$ cat config.mk
export PLATFORM = sky130hd
export DESIGN_NAME = decode_sequencer
export DESIGN_NICKNAME = d
export VERILOG_FILES = /design/src/rtl/decode_sequencer.sv
export SDC_FILE = /design/constraint.sdc
export NUM_CORES = 1
export LEC_CHECK = 0
export CAP_MARGIN = 20
export CORE_ASPECT_RATIO = 1.1
export CORE_MARGIN = 3
export CORE_UTILIZATION = 45
export DETAILED_ROUTE_END_ITERATION = 10
export GPL_ROUTABILITY_DRIVEN = 0
export PLACE_DENSITY = 0.87
export SLEW_MARGIN = 20
export SYNTH_ARGS = -nofsm -noshare
export SYNTH_HDL_FRONTEND = slang
export SYNTH_SLANG_ARGS = --single-unit
$ cat constraint.sdc
create_clock -name CLOCK_50_I -period 2.8 [get_ports CLOCK_50_I]
set_input_delay 0.56 -clock CLOCK_50_I [delete_from_list [all_inputs] [get_ports CLOCK_50_I]]
set_output_delay 0.56 -clock CLOCK_50_I [all_outputs]
set_load 0.02 [all_outputs]
$ cat src/rtl/decode_sequencer.sv
// Decode-flow sequencer: VGA display -> UART load -> M2 (IDCT) -> M1 (upsample/CSC) -> VGA,
// owning the shared SRAM port. Define DECODE_PERF_COUNT_EN to add per-milestone dwell counters.
module decode_sequencer #(
    parameter int unsigned        TIMER_W         = 26,
    parameter int unsigned        WD_W            = 28,
    parameter logic [TIMER_W-1:0] UART_TIMEOUT    = TIMER_W'(49999999),
    parameter logic [WD_W-1:0]    WATCHDOG_CYCLES = WD_W'(200000000)
) (
    input  logic        CLOCK_50_I,
    input  logic        resetn,
    input  logic        UART_RX_I,
    input  logic [17:0] uart_sram_address,
    input  logic [15:0] uart_sram_write_data,
    input  logic        uart_sram_we_n,
    input  logic [17:0] m1_sram_address,
    input  logic [15:0] m1_sram_write_data,
    input  logic        m1_sram_we_n,
    input  logic        m1_stop,
    input  logic [17:0] m2_sram_address,
    input  logic [15:0] m2_sram_write_data,
    input  logic        m2_sram_we_n,
    input  logic        m2_stop,
    input  logic [17:0] vga_sram_address,
    output logic [17:0] sram_address,
    output logic [15:0] sram_write_data,
    output logic        sram_we_n,
    output logic        uart_rx_initialize,
    output logic        uart_rx_enable,
    output logic        m1_enable,
    output logic        m2_enable,
    output logic        vga_enable,
    output logic [2:0]  state_o,
    output logic        watchdog_error
`ifdef DECODE_PERF_COUNT_EN
    ,
    output logic [31:0] m2_cycles,
    output logic [31:0] m1_cycles
`endif
);

    localparam logic [2:0] S_IDLE    = 3'd0;
    localparam logic [2:0] S_UART_RX = 3'd1;
    localparam logic [2:0] S_M2      = 3'd2;
    localparam logic [2:0] S_M1      = 3'd3;

    logic [2:0]         r_state,    w_state_nxt;
    logic               r_vga_en,   w_vga_en_nxt;
    logic               r_rx_init,  w_rx_init_nxt;
    logic               r_rx_en,    w_rx_en_nxt;
    logic               r_m1_en,    w_m1_en_nxt;
    logic               r_m2_en,    w_m2_en_nxt;
    logic               r_wd_err,   w_wd_err_nxt;
    logic [TIMER_W-1:0] r_timer,    w_timer_nxt;
    logic [WD_W-1:0]    r_wd,       w_wd_nxt;
    logic [WD_W-1:0]    w_wd_inc;
    logic               w_wd_expired;

    assign w_wd_inc     = (&r_wd) ? r_wd : r_wd + WD_W'(1);
    assign w_wd_expired = (r_wd >= WATCHDOG_CYCLES);

    always_ff @(posedge CLOCK_50_I or negedge resetn) begin
        if (!resetn) begin
            r_state   <= S_IDLE;
            r_vga_en  <= 1'b1;
            r_rx_init <= 1'b0;
            r_rx_en   <= 1'b0;
            r_m1_en   <= 1'b0;
            r_m2_en   <= 1'b0;
            r_wd_err  <= 1'b0;
            r_timer   <= '0;
            r_wd      <= '0;
        end else begin
            r_state   <= w_state_nxt;
            r_vga_en  <= w_vga_en_nxt;
            r_rx_init <= w_rx_init_nxt;
            r_rx_en   <= w_rx_en_nxt;
            r_m1_en   <= w_m1_en_nxt;
            r_m2_en   <= w_m2_en_nxt;
            r_wd_err  <= w_wd_err_nxt;
            r_timer   <= w_timer_nxt;
            r_wd      <= w_wd_nxt;
        end
    end

    // Next state; start/initialise strobes default low so they only ever last one cycle.
    always_comb begin
        w_state_nxt   = r_state;
        w_vga_en_nxt  = r_vga_en;
        w_rx_init_nxt = 1'b0;
        w_rx_en_nxt   = 1'b0;
        w_m1_en_nxt   = 1'b0;
        w_m2_en_nxt   = 1'b0;
        w_wd_err_nxt  = r_wd_err;
        w_timer_nxt   = r_timer;
        w_wd_nxt      = r_wd;
        case (r_state)
            S_IDLE: begin
                w_vga_en_nxt = 1'b1;
                if (!UART_RX_I) begin
                    w_rx_init_nxt = 1'b1;
                    w_vga_en_nxt  = 1'b0;
                    w_timer_nxt   = '0;
                    w_state_nxt   = S_UART_RX;
                end
            end
            S_UART_RX: begin
                w_rx_en_nxt = r_rx_init;
                // A write restarts the quiet-time count even on the cycle it would expire.
                if (!uart_sram_we_n) begin
                    w_timer_nxt = '0;
                end else if (r_timer == UART_TIMEOUT) begin
                    w_timer_nxt = '0;
                    w_m2_en_nxt = 1'b1;
                    w_wd_nxt    = '0;
                    w_state_nxt = S_M2;
                end else begin
                    w_timer_nxt = r_timer + TIMER_W'(1);
                end
            end
            S_M2: begin
                w_wd_nxt = w_wd_inc;
                if (!r_m2_en && m2_stop) begin
                    w_m1_en_nxt = 1'b1;
                    w_wd_nxt    = '0;
                    w_state_nxt = S_M1;
                end else if (w_wd_expired) begin
                    w_wd_err_nxt = 1'b1;
                    w_vga_en_nxt = 1'b1;
                    w_state_nxt  = S_IDLE;
                end
            end
            S_M1: begin
                w_wd_nxt = w_wd_inc;
                if (!r_m1_en && m1_stop) begin
                    w_vga_en_nxt = 1'b1;
                    w_state_nxt  = S_IDLE;
                end else if (w_wd_expired) begin
                    w_wd_err_nxt = 1'b1;
                    w_vga_en_nxt = 1'b1;
                    w_state_nxt  = S_IDLE;
                end
            end
            default: begin
                w_vga_en_nxt = 1'b1;
                w_state_nxt  = S_IDLE;
            end
        endcase
    end

    // SRAM port owner follows the registered mode; VGA reads whenever no unit owns it.
    always_comb begin
        sram_address    = vga_sram_address;
        sram_write_data = '0;
        sram_we_n       = 1'b1;
        case (r_state)
            S_UART_RX: begin
                sram_address    = uart_sram_address;
                sram_write_data = uart_sram_write_data;
                sram_we_n       = uart_sram_we_n;
            end
            S_M2: begin
                sram_address    = m2_sram_address;
                sram_write_data = m2_sram_write_data;
                sram_we_n       = m2_sram_we_n;
            end
            S_M1: begin
                sram_address    = m1_sram_address;
                sram_write_data = m1_sram_write_data;
                sram_we_n       = m1_sram_we_n;
            end
            default: begin
                sram_address    = vga_sram_address;
                sram_write_data = '0;
                sram_we_n       = 1'b1;
            end
        endcase
    end

    assign uart_rx_initialize = r_rx_init;
    assign uart_rx_enable     = r_rx_en;
    assign m1_enable          = r_m1_en;
    assign m2_enable          = r_m2_en;
    assign vga_enable         = r_vga_en;
    assign state_o            = r_state;
    assign watchdog_error     = r_wd_err;

`ifdef DECODE_PERF_COUNT_EN
    logic [31:0] r_m2_cycles;
    logic [31:0] r_m1_cycles;

    // Dwell counters clear on the entering edge and hold their last value once the state is left.
    always_ff @(posedge CLOCK_50_I or negedge resetn) begin
        if (!resetn) begin
            r_m2_cycles <= '0;
            r_m1_cycles <= '0;
        end else begin
            if (r_state != S_M2 && w_state_nxt == S_M2) begin
                r_m2_cycles <= '0;
            end else if (r_state == S_M2 && r_m2_cycles != 32'hFFFF_FFFF) begin
                r_m2_cycles <= r_m2_cycles + 32'd1;
            end
            if (r_state != S_M1 && w_state_nxt == S_M1) begin
                r_m1_cycles <= '0;
            end else if (r_state == S_M1 && r_m1_cycles != 32'hFFFF_FFFF) begin
                r_m1_cycles <= r_m1_cycles + 32'd1;
            end
        end
    end

    assign m2_cycles = r_m2_cycles;
    assign m1_cycles = r_m1_cycles;
`endif

endmodule

==> metrics.txt <==
status finished clean; WL final 15,900 um; Finished Layout Cells 846; CTS H-tree depth 3; DRT antenna net count 0; Tcrit/Tclk final 96.3%; RSZ-0062 raised after global routing no; maxcap violations 0; Via density 6.05; Synth top area share 33.2%; Routed WL per cell 18.8 um; Clk Latency, worst-skew pair 0.37 ns; clk buf depth 2; Syn. warnings 0; Syn Area/Cell 8.52 um2; Hold Path Class in2async; Fillers 762; Nets 850; GRT Util Overall 27.0%; area grow syn2layout 47.8%; PortBufs 171; Leak 2.72 nW; Worst slew margin 48.7%; Top FF cell, synth dfrtp_1; CP endpoint kind output pin; Seq/Total Area, Yosys 33.7%; Horiz. Die Dim 103 um; multi-input logic area 2930 um2; initial antenna violation count 2; crit path DAT 2.14 ns; crit-path max FO 11; total power 2.62 mW; io pins 172; crit path time final 2.70 ns; WS Path Type reg2out; leading area contributor after synthesis dfrtp_1; DRT iter0 DRCs 323; clock sinks 63; Post-Syn Area 4680 um2; Seq. cell area 1580 um2; Syn Nets 680; Hold WS 0.196 ns; Final Setup Violations 0; crit start category flip-flop; Setup TNS 0 ns; Final Hold Fails 0; largest net degree at the start of global routing 64; Synth Register Bits 63; Initial DRT Pass Iterations 5; vias in the first global route 5,077; first-pass GRT wire length 25,000 um; commonest non-fill, non-tap cell in the layout clkdlybuf4s50_1; Least-Margin Pin Slew 0.768 ns; asr flop ratio synth 100%; worst endpoint required time 2.24 ns; Cells after Synth 549; DP Cell Count 827; Post-synth EDFFs 0; most frequent cells in the layout clkdlybuf4s50_1, dfrtp_1, a21oi_1, nor2_1, o21ai_0; Max Clk Rate 0.371 GHz; vias 5,115; Core ar. 9980 um2; pins over their slew limit 0; dpl hpwl 11,700 um; maximum VDD drop 0.225 mV; clock slew at reported path FFs 0.07 ns; main area contributors after synthesis dfrtp_1, mux2_2, a22oi_1; PwrDens 379 nW/um2; layout cells sized above 1 13.1%; row count 38; Remaining DRCs 0; post-synthesis cell type count 55; Root Driver clkbuf_8; die area 11,700 um2; total grt overflow 0; Final Skew 0.0133 ns; Die H 113 um; Initial Util 46.8%; CTS buffer count 9; CTS tree built
==> timing repair <==
action | CTS | global route
hold buffers | 0 | 0
resized for setup | 5 | 21
pin swaps | 0 | 0
setup endpoints to repair | 22 | 20
setup buffers | 1 | 0
==> worst paths after layout <==
check,slack [ns],end,start,depth (start not counted)
setup reg to reg,0.17,r_wd[4],r_timer[8],6
setup / recovery,0.10,sram_write_data[5],state_o[1],5
hold reg to reg,0.48,watchdog_error,watchdog_error,1
hold / removal,0.20,r_wd[7],resetn,2
min in group CLOCK_50_I,0.48,watchdog_error,watchdog_error,1
max in group asynchronous,2.29,vga_enable,resetn,2
==> flip-flops by register name (all words and copies together) (netlist names) <==
name and count:
m2_enable 1, uart_rx_initialize 1, watchdog_error 1, uart_rx_enable 1
r_timer 26, r_wd 28, m1_enable 1, vga_enable 1
state_o 3
==> synthesized netlist by cell type (5+ instances only) <==
| library cell | count |
|---|---|
| or3_1 | 5 |
| a21oi_1 | 44 |
| and3_1 | 6 |
| nor2_1 | 43 |
| clkbuf_1 | 26 |
| nor2b_1 | 24 |
| buf_1 | 6 |
| and4_1 | 7 |
| inv_1 | 12 |
| mux2_2 | 35 |
| mux2i_1 | 8 |
| xnor2_1 | 15 |
| nand4_1 | 21 |
| a22oi_1 | 35 |
| nand3_1 | 16 |
| or4_1 | 18 |
| nand2_1 | 28 |
| nor3_1 | 12 |
| o21ai_0 | 36 |
| o21bai_1 | 6 |
| buf_2 | 5 |
| o31ai_1 | 19 |
| nor4_1 | 11 |
| dfrtp_1 | 62 |
==> logic make-up after synthesis <==
| kind of cell | Yosys count | share of synthesized area [%] |
|---|---|---|
| AND/OR/NAND/NOR | 214 | 26.4 |
| AO/OA/AOI/OAI | 160 | 21.8 |
| flip-flops | 63 | 33.7 |
| buffers and inverters | 49 | 4.07 |
| multiplexers | 43 | 10.1 |
| XOR/XNOR | 16 | 3.00 |
| adder cells (fa/ha/maj) | 3 | 0.803 |
| other | 1 | 0.0802 |
==> worst max-delay path, cell delays in order (launching register included) <==
cell,delay [ns]
dfrtp_2,0.45
buf_4,0.22
mux2_2,0.35
a22oi_1,0.14
nor2_1,0.06
clkdlybuf4s50_1,0.55
==> metrics by stage <==
stage / utilization, % / setup WS, ns / instance area, um2
after detailed placement: 66.4 / 0.0613 / 6630
after global routing: 69.2 / 0.00179 / 6910
after CTS: 68.6 / 0.0205 / 6850
after global placement: 66.4 / 0.0980 / 6630
after floorplan: - / 0.189 / 4680
final: 69.2 / 0.103 / 6910
==> layout make-up <==
type                       instances  share of cell area [%]
clock buffer                      10                    1.85
timing repair buffer             196                    28.7
tap                              120                    2.17
sequential                        63                    22.9
clock inverter                     6                    1.23
multi-input combinational        437                    42.5
antenna                            2                  0.0724
inverter                          12                   0.652
==> layer usage <==
layer | track usage, % | part of all wire [%] | vias up
met2 | 46.1 | 52 | 176
met5 | 0 | 0 | -
met4 | 9.15 | 2.6 | 0
met3 | 7.83 | 6.6 | 31
li1 | - | - | 2420
met1 | 32.0 | 39 | 2488
==> where the power goes <==
group          internal (mW)  switching (mW)
combinational          0.415           0.361
clock                  0.498           0.377
sequential             0.938          0.0298
(Power assumes the default switching activity.)
